==> src/rtl/hmmm_io_pkg.sv <==
// hmmm_io_pkg: shared types and default sizes for the HMMM I/O unit.
//   io_state_t : controller state (idle, blocked on input, program load)
//   Def*       : default data width, input FIFO depth and ROM address width
package hmmm_io_pkg;

  localparam int unsigned DefWidth = 16;
  localparam int unsigned DefDepth = 4;
  localparam int unsigned DefRomAw = 8;

  typedef enum logic [1:0] {
    IO_IDLE,
    IO_WAIT_IN,
    IO_FLASH
  } io_state_t;

endpackage

==> src/rtl/hmmm_io_unit_fifo.sv <==
// io_fifo: synchronous WIDTH x DEPTH FIFO with show-ahead read data.
//   clk, reset    : clock, synchronous active-high reset
//   push, wdata   : write request and data (ignored when full)
//   pop           : read request (ignored when empty); rdata is the current head
//   flush         : drop all entries (wins over push/pop)
//   full, empty   : occupancy flags
//   count         : number of entries held
module io_fifo
  import hmmm_io_pkg::*;
#(
  parameter int unsigned WIDTH = DefWidth,
  parameter int unsigned DEPTH = DefDepth,
  localparam int unsigned PtrW = $clog2(DEPTH)
) (
  input  logic             clk,
  input  logic             reset,
  input  logic             push,
  input  logic             pop,
  input  logic             flush,
  input  logic [WIDTH-1:0] wdata,
  output logic [WIDTH-1:0] rdata,
  output logic             full,
  output logic             empty,
  output logic [PtrW:0]    count
);

  logic [WIDTH-1:0] mem [DEPTH];
  logic [PtrW-1:0]  wr_ptr_q, rd_ptr_q;
  logic [PtrW:0]    count_q;
  logic             do_push, do_pop;

  assign full    = (count_q == (PtrW + 1)'(DEPTH));
  assign empty   = (count_q == '0);
  assign count   = count_q;
  assign rdata   = mem[rd_ptr_q];
  assign do_push = push && !full;
  assign do_pop  = pop && !empty;

  // Storage carries no reset; only the pointers define validity.
  always_ff @(posedge clk) begin
    if (do_push && !flush) begin
      mem[wr_ptr_q] <= wdata;
    end
  end

  // DEPTH is a power of two, so the pointers wrap naturally.
  always_ff @(posedge clk) begin
    if (reset || flush) begin
      wr_ptr_q <= '0;
      rd_ptr_q <= '0;
      count_q  <= '0;
    end else begin
      if (do_push) wr_ptr_q <= wr_ptr_q + 1'b1;
      if (do_pop)  rd_ptr_q <= rd_ptr_q + 1'b1;
      count_q <= count_q + {{PtrW{1'b0}}, do_push} - {{PtrW{1'b0}}, do_pop};
    end
  end

endmodule

==> src/rtl/hmmm_io_unit.sv <==
// hmmm_io_unit: buffered input, registered output and flash-load controller for the HMMM core.
//   inputReady/inputAccept/parallelIn : peripheral input handshake
//   inputWaiting, ioBusy              : core blocked on input / core must stall
//   readReq -> readData/readValid     : core read, result one cycle later
//   writeReq/writeData -> parallelOut/outValid : core write, registered output
//   flashEnable -> romWe/romAddr/romWd, flashDone, flashFull : program load into ROM
module hmmm_io_unit
  import hmmm_io_pkg::*;
#(
  parameter int unsigned WIDTH  = DefWidth,
  parameter int unsigned DEPTH  = DefDepth,
  parameter int unsigned ROM_AW = DefRomAw
) (
  input  logic              clk,
  input  logic              reset,
  input  logic              inputReady,
  output logic              inputAccept,
  input  logic [WIDTH-1:0]  parallelIn,
  output logic              inputWaiting,
  output logic [WIDTH-1:0]  parallelOut,
  output logic              outValid,
  input  logic              readReq,
  output logic [WIDTH-1:0]  readData,
  output logic              readValid,
  input  logic              writeReq,
  input  logic [WIDTH-1:0]  writeData,
  output logic              ioBusy,
  input  logic              flashEnable,
  output logic              romWe,
  output logic [ROM_AW-1:0] romAddr,
  output logic [WIDTH-1:0]  romWd,
  output logic              flashDone,
  output logic              flashFull
);

  localparam int unsigned PtrW = $clog2(DEPTH);

  io_state_t state_q, state_d;

  logic              fifo_push, fifo_pop, fifo_flush, fifo_full, fifo_empty;
  logic [WIDTH-1:0]  fifo_rdata;
  logic [PtrW:0]     fifo_count;
  logic              bypass, flash_wr, flash_exit;

  logic [WIDTH-1:0]  read_data_q, parallel_out_q, rom_wd_q;
  logic [ROM_AW-1:0] rom_addr_q, addr_cnt_q;
  logic              read_valid_q, out_valid_q, rom_we_q, flash_done_q, flash_full_q;

  io_fifo #(
    .WIDTH(WIDTH),
    .DEPTH(DEPTH)
  ) u_fifo (
    .clk  (clk),
    .reset(reset),
    .push (fifo_push),
    .pop  (fifo_pop),
    .flush(fifo_flush),
    .wdata(parallelIn),
    .rdata(fifo_rdata),
    .full (fifo_full),
    .empty(fifo_empty),
    .count(fifo_count)
  );

  always_ff @(posedge clk) begin
    if (reset) state_q <= IO_IDLE;
    else       state_q <= state_d;
  end

  always_comb begin
    state_d = state_q;
    unique case (state_q)
      IO_IDLE: begin
        if (readReq && fifo_empty)           state_d = IO_WAIT_IN;
        else if (flashEnable && !readReq)    state_d = IO_FLASH;
      end
      IO_WAIT_IN: if (!fifo_empty || inputReady) state_d = IO_IDLE;
      IO_FLASH:   if (!flashEnable)              state_d = IO_IDLE;
      default:    state_d = IO_IDLE;
    endcase
  end

  always_comb begin
    inputAccept  = 1'b0;
    inputWaiting = 1'b0;
    fifo_push    = 1'b0;
    fifo_pop     = 1'b0;
    fifo_flush   = 1'b0;
    bypass       = 1'b0;
    flash_wr     = 1'b0;
    unique case (state_q)
      IO_IDLE: begin
        inputAccept = !fifo_full;
        fifo_push   = inputReady && !fifo_full;
        fifo_pop    = readReq && !fifo_empty;
        fifo_flush  = flashEnable && !readReq;
      end
      IO_WAIT_IN: begin
        inputWaiting = 1'b1;
        inputAccept  = 1'b1;
        // A word pushed in the same cycle the miss was taken sits in the FIFO;
        // serve it first and queue any new word behind it.
        if (!fifo_empty) begin
          fifo_pop  = 1'b1;
          fifo_push = inputReady;
        end else begin
          bypass = inputReady;
        end
      end
      IO_FLASH: begin
        inputAccept = !flash_full_q;
        flash_wr    = inputReady && !flash_full_q;
      end
      default: ;
    endcase
    ioBusy = (readReq && fifo_count == '0) || (state_q != IO_IDLE);
  end

  assign flash_exit = (state_q == IO_FLASH) && !flashEnable;

  always_ff @(posedge clk) begin
    if (reset) begin
      read_data_q    <= '0;
      read_valid_q   <= 1'b0;
      parallel_out_q <= '0;
      out_valid_q    <= 1'b0;
      rom_we_q       <= 1'b0;
      rom_addr_q     <= '0;
      rom_wd_q       <= '0;
      addr_cnt_q     <= '0;
      flash_done_q   <= 1'b0;
      flash_full_q   <= 1'b0;
    end else begin
      read_valid_q <= fifo_pop || bypass;
      if (fifo_pop)    read_data_q <= fifo_rdata;
      else if (bypass) read_data_q <= parallelIn;

      out_valid_q <= writeReq && (state_q != IO_FLASH);
      if (writeReq && (state_q != IO_FLASH)) parallel_out_q <= writeData;

      rom_we_q <= flash_wr;
      if (flash_wr) begin
        rom_addr_q <= addr_cnt_q;
        rom_wd_q   <= parallelIn;
        // Saturate at the top address instead of wrapping.
        if (addr_cnt_q == {ROM_AW{1'b1}}) flash_full_q <= 1'b1;
        else                              addr_cnt_q   <= addr_cnt_q + 1'b1;
      end
      if (fifo_flush) addr_cnt_q <= '0;

      flash_done_q <= flash_exit;
      if (flash_exit) flash_full_q <= 1'b0;
    end
  end

  assign readData    = read_data_q;
  assign readValid   = read_valid_q;
  assign parallelOut = parallel_out_q;
  assign outValid    = out_valid_q;
  assign romWe       = rom_we_q;
  assign romAddr     = rom_addr_q;
  assign romWd       = rom_wd_q;
  assign flashDone   = flash_done_q;
  assign flashFull   = flash_full_q;

endmodule

==> config.mk <==
export PLATFORM = sky130hd
export DESIGN_NAME = hmmm_io_unit
export DESIGN_NICKNAME = d
export VERILOG_FILES = /design/src/rtl/hmmm_io_pkg.sv /design/src/rtl/hmmm_io_unit_fifo.sv /design/src/rtl/hmmm_io_unit.sv
export SDC_FILE = /design/constraint.sdc
export NUM_CORES = 1
export LEC_CHECK = 0
export CAP_MARGIN = 5
export CELL_PAD_IN_SITES_DETAIL_PLACEMENT = 0
export CELL_PAD_IN_SITES_GLOBAL_PLACEMENT = 1
export CORE_AREA = 4 4 157 99
export DETAILED_ROUTE_END_ITERATION = 8
export DIE_AREA = 0 0 161 103
export PLACE_DENSITY_LB_ADDON = 0.1
export SLEW_MARGIN = 20
export SYNTH_ARGS = -nofsm -noshare
export SYNTH_HDL_FRONTEND = slang
export SYNTH_HIERARCHICAL = 1
export SYNTH_SLANG_ARGS = --single-unit
==> constraint.sdc <==
create_clock -name clk -period 3.98 [get_ports clk]
set_input_delay 0.398 -clock clk [delete_from_list [all_inputs] [get_ports clk]]
set_output_delay 0.398 -clock clk [all_outputs]
set_load 0.02 [all_outputs]
==> tab_implementation.tex <==
\begin{tabular}{lr}
\hline
Metric & Value \\
\hline
\multicolumn{2}{l}{\textbf{Worst setup path}} \\
\quad Slowest stage delay, CP & roughly 660 ps \\
\quad Register-to-register setup slack & between 1000 and 1500 ps \\
\quad List of cells traversed by the critical path & nand2b\_1, o22ai\_1, clkdlybuf4s50\_1 \\
\quad Category of the critical setup timing path & reg2out \\
\quad Arrival @ worst endpoint & approximately 2500 ps \\
\quad Critical path startpoint category & flop \\
\quad Worst setup EP type & primary output \\
\quad Reg-to-reg startpoint & state\_q[0]\$\_SDFFE\_PP0P\_ \\
\quad Depth of the worst register-to-register path & 11 \\
\quad Worst setup path startpoint & state\_q[0]\$\_SDFFE\_PP0P\_ \\
\quad Capturing instance or port of the critical path & inputAccept \\
\quad Required time worst endpoint & around 3600 ps \\
\quad Destination of the worst register-to-register timing path & u\_fifo/count[2]\$\_SDFF\_PP0\_ \\
\quad Crit-path slowest cell & nand2b\_1 \\
\quad Crit Path Max Fanout & 19 \\
\multicolumn{2}{l}{\textbf{Yosys}} \\
\quad Sequential area share after synthesis & 0.606 \\
\quad Post-Synthesis Cells & 469 \\
\quad Primary flip-flop cell chosen by synthesis mapping & dfxtp\_1 \\
\quad Net count of the mapped netlist & 515 \\
\quad Unique cell type count in the Yosys netlist & 52 \\
\quad Flops \& latches, synth & roughly 140 \\
\quad Post-synth ARST share & 0 \\
\quad Syn\_area\_per\_cell & about 12 sq um \\
\quad Count of flip-flops with a built-in enable after synthesis & 64 \\
\quad Post-Syn Area & 0.00582 sq mm \\
\quad Number of warning messages in the yosys log & 6 \\
\multicolumn{2}{l}{\textbf{Floorplan}} \\
\quad Width of the die & 161 um \\
\quad Die area & roughly 0.017 sq mm \\
\quad Chip Height & 103 um \\
\quad Count of standard-cell rows & 34 \\
\quad Count of boundary I/O pins & approximately 100 \\
\quad Effective utilization at floorplan & 0.412 \\
\quad Placeable core area & about 0.014 sq mm \\
\multicolumn{2}{l}{\textbf{Timing}} \\
\quad Number of hold violations in the final report & 0 \\
\quad Setup slack of the critical path after layout & approximately 1100 ps \\
\quad Slew @ Worst Pin & 868 ps \\
\quad Unrepaired setup endpoints after global routing & false \\
\quad Share of the clock period used by the worst path after layout & 0.717 \\
\quad Number of max-slew violations in the final report & 0 \\
\quad Accumulated negative setup slack & 0 ps \\
\quad Min Clock Period, post-route & between 2000 and 3000 ps \\
\quad Finish-stage setup viols & 0 \\
\quad Worst relative slew slack & 0.422 \\
\quad Fmax achieved & 350 MHz \\
\quad Worst-case clock skew & 10.8 ps \\
\multicolumn{2}{l}{\textbf{Routing}} \\
\quad Vias after detailed routing & slightly above 4000 \\
\quad Violation count after the first detailed-route iteration & between 200 and 300 \\
\quad Number of remaining DRC errors & 0 \\
\quad Detail-routed via count per cell & 5.24 \\
\quad Drt first pass iters & 4 \\
\quad Overall routed net length & approximately 14000 um \\
\quad Number of routed nets with antenna violations & 0 \\
\quad Routed wire length per instance & roughly 18 um \\
\multicolumn{2}{l}{\textbf{Final layout}} \\
\quad Diodes inserted & 0 \\
\quad Most common cell after layout, fill and taps aside & clkdlybuf4s50\_1 \\
\quad Fraction of the core area covered by cells at the end of the flow & 0.532 \\
\quad Area Overhead vs Synth & 29.3\% \\
\quad Net count of the finished layout & 610 \\
\quad Highest-count cells in the layout ignoring fill and taps & 100 x clkdlybuf4s50\_1, 80 x dfxtp\_1, 64 x edfxtp\_1, 59 x a21oi\_1, 57 x nand2\_1 \\
\quad Area of combinational cells with multiple inputs & 0.00204 sq mm \\
\quad Filler instances & roughly 1200 \\
\quad Share of cells above drive strength 1 & 0.116 \\
\quad Register Area & 0.00352 sq mm \\
\multicolumn{2}{l}{\textbf{Pwr}} \\
\quad Pint & 3.15 mW \\
\quad Psw & about 1.4 mW \\
\quad Share of total power in the clock network & 0.334 \\
\quad Switching power share of the total & 0.307 \\
\quad Pleak & about 2.6 nW \\
\quad Proportion of power drawn by combinational gates & 0.255 \\
\quad Final Power & 4.55 mW \\
\quad Portion of total power attributed to sequential cells & 0.411 \\
\quad Power per cell area & just over 600 mW/mm\^{}2 \\
\quad Peak supply drop & $\sim$0.00038 V \\
\multicolumn{2}{l}{\textbf{Global routing}} \\
\quad Pin count of the biggest net entering global routing & 51 \\
\quad Total overflow reported by the global router & 0 \\
\quad Initial antenna violation count & 0 \\
\quad Wire length of the first global-routing pass & 22500 um \\
\quad Via count of the first global-routing pass & about 4100 \\
\quad GRT Total Usage & 0.176 \\
\multicolumn{2}{l}{\textbf{Place}} \\
\quad Placer's final routability congestion estimate & 0.781 \\
\quad Count of input and output buffers & between 100 and 150 \\
\quad Post-placement setup slack & 759 ps \\
\quad Estimated wirelength of the detail-placed design & roughly 9600 um \\
\multicolumn{2}{l}{\textbf{CTS}} \\
\quad Cts-stage hold buffer count & 0 \\
\quad CTS tree & built \\
\quad Count of clock tree sinks & about 140 \\
\quad Clock-pin slew on the worst setup and hold paths & roughly 60 ps \\
\quad Post-cts resize count & 0 \\
\quad Number of post-CTS setup repair buffers & 0 \\
\quad Clock network latency to the later pin of the worst-skew pair & $\sim$400 ps \\
\quad Maximum number of buffers from clock root to sink & 2 \\
\quad CTS Buf Count & 17 \\
\quad Number of H-tree branching levels & 4 \\
\quad Cell chosen for the clock root & clkbuf\_16 \\
\multicolumn{2}{l}{\textbf{Min path}} \\
\quad Min-Delay Path Class & reg2reg \\
\quad Hold path depth & 2 \\
\multicolumn{2}{l}{\textbf{Outcome}} \\
\quad Run status & completed \\
\multicolumn{2}{l}{\textbf{Flow run}} \\
\quad Count of maximum capacitance violations & 0 \\
\hline
\end{tabular}
==> cell usage after synthesis (4+ instances only) <==
cell      number  area, sq um
a21oi_1       59          295
a41oi_1        4         35.0
buf_2         10         50.1
buf_6          6         67.6
clkbuf_1      13         48.8
dfxtp_1       80         1600
edfxtp_1      64         1920
ha_1           7         87.6
inv_1         11         41.3
mux2i_1       22          220
mux4_1         6          158
mux4_2        10          225
nand2_1       57          214
nand3_1       21          105
nor2b_1        5         31.3
nor3_1         8         40.0
nor3b_1        4         30.0
o21ai_0       16         80.1
o31ai_1       16          120
==> layout make-up <==
type,instances,share of cell area
repair buffers,113,0.146
multi-input cells,277,0.272
well taps,198,0.0329
clock inverters,14,0.0173
clock buffers,18,0.0584
inverters,11,0.00549
flip-flops and latches,144,0.469
==> metal layers <==
metal | vias to the layer above | global-route usage | share of wire
li1 | 1931 | - | -
met4 | 0 | 0.0511 | 0.0088
met2 | 117 | 0.267 | 0.46
met5 | - | 0 | 0
met3 | 13 | 0.0471 | 0.049
met1 | 1999 | 0.252 | 0.49
==> worst max-delay path, delay by kind of cell, from the launching register on <==
kind,cells,cell delay [ps]
DFF,1,600
buffers and inverters,1,600
AOI/OAI and AO/OA,1,190
and+or+nand+nor,1,660
==> sequential cells by signal (all words and copies together) (netlist names), named ones only <==
| name | count |
|---|---|
| u_fifo/wr_ptr_q | 2 |
| addr_cnt_q | 8 |
| flashDone | 1 |
| readValid | 1 |
| readData | 16 |
| u_fifo/count | 3 |
| u_fifo/mem | 64 |
| parallelOut | 16 |
| u_fifo/rd_ptr_q | 2 |
| romWe | 1 |
| romWd | 16 |
| flashFull | 1 |
| outValid | 1 |
| state_q | 2 |
| romAddr | 8 |
==> logic make-up (layout without fill, tap and decap cells) <==
| family | count (synthesis) | after routing | synth area share |
|---|---|---|---|
| flip-flops | 144 | 144 | 0.606 |
| AND/OR/NAND/NOR | 119 | 119 | 0.103 |
| AO/OA/AOI/OAI | 109 | 109 | 0.116 |
| adder cells (fa/ha/maj) | 8 | 8 | 0.0185 |
| buffers and inverters | 48 | 156 | 0.0478 |
| multiplexers | 38 | 38 | 0.104 |
| XOR/XNOR | 3 | 3 | 0.00452 |
==> per-stage QoR <==
stage	area (sq um)	cells	hold slack [ps]
final	7520	775	456
after global routing	7520	775	480
after CTS	7520	775	458
after detailed placement	6950	743	450
after global placement	6950	743	445
after floorplan	5820	469	457
==> power groups by stage <==
stage                     sequential, mW  clock (mW)  combinational [mW]
final                               1.87        1.52                1.16
after global routing                1.90        1.62                1.26
after CTS                           1.87        1.56                1.17
after detailed placement            1.90           0                1.17
after global placement              1.89           0                1.15
after floorplan                     1.98           0               0.632
==> worst min-delay path by stage <==
stage,startpoint,end
after floorplan,addr_cnt_q[1]$_SDFFE_PP0P_,romAddr[1]$_SDFFE_PP0P_
after global placement,romWd[13]$_SDFFE_PP0P_,romWd[13]$_SDFFE_PP0P_
after detailed placement,romWd[6]$_SDFFE_PP0P_,romWd[6]$_SDFFE_PP0P_
after CTS,romWd[15]$_SDFFE_PP0P_,romWd[15]$_SDFFE_PP0P_
after global routing,romWd[15]$_SDFFE_PP0P_,romWd[15]$_SDFFE_PP0P_
final,romAddr[2]$_SDFFE_PP0P_,romAddr[2]$_SDFFE_PP0P_
(Power assumes the default switching activity.)
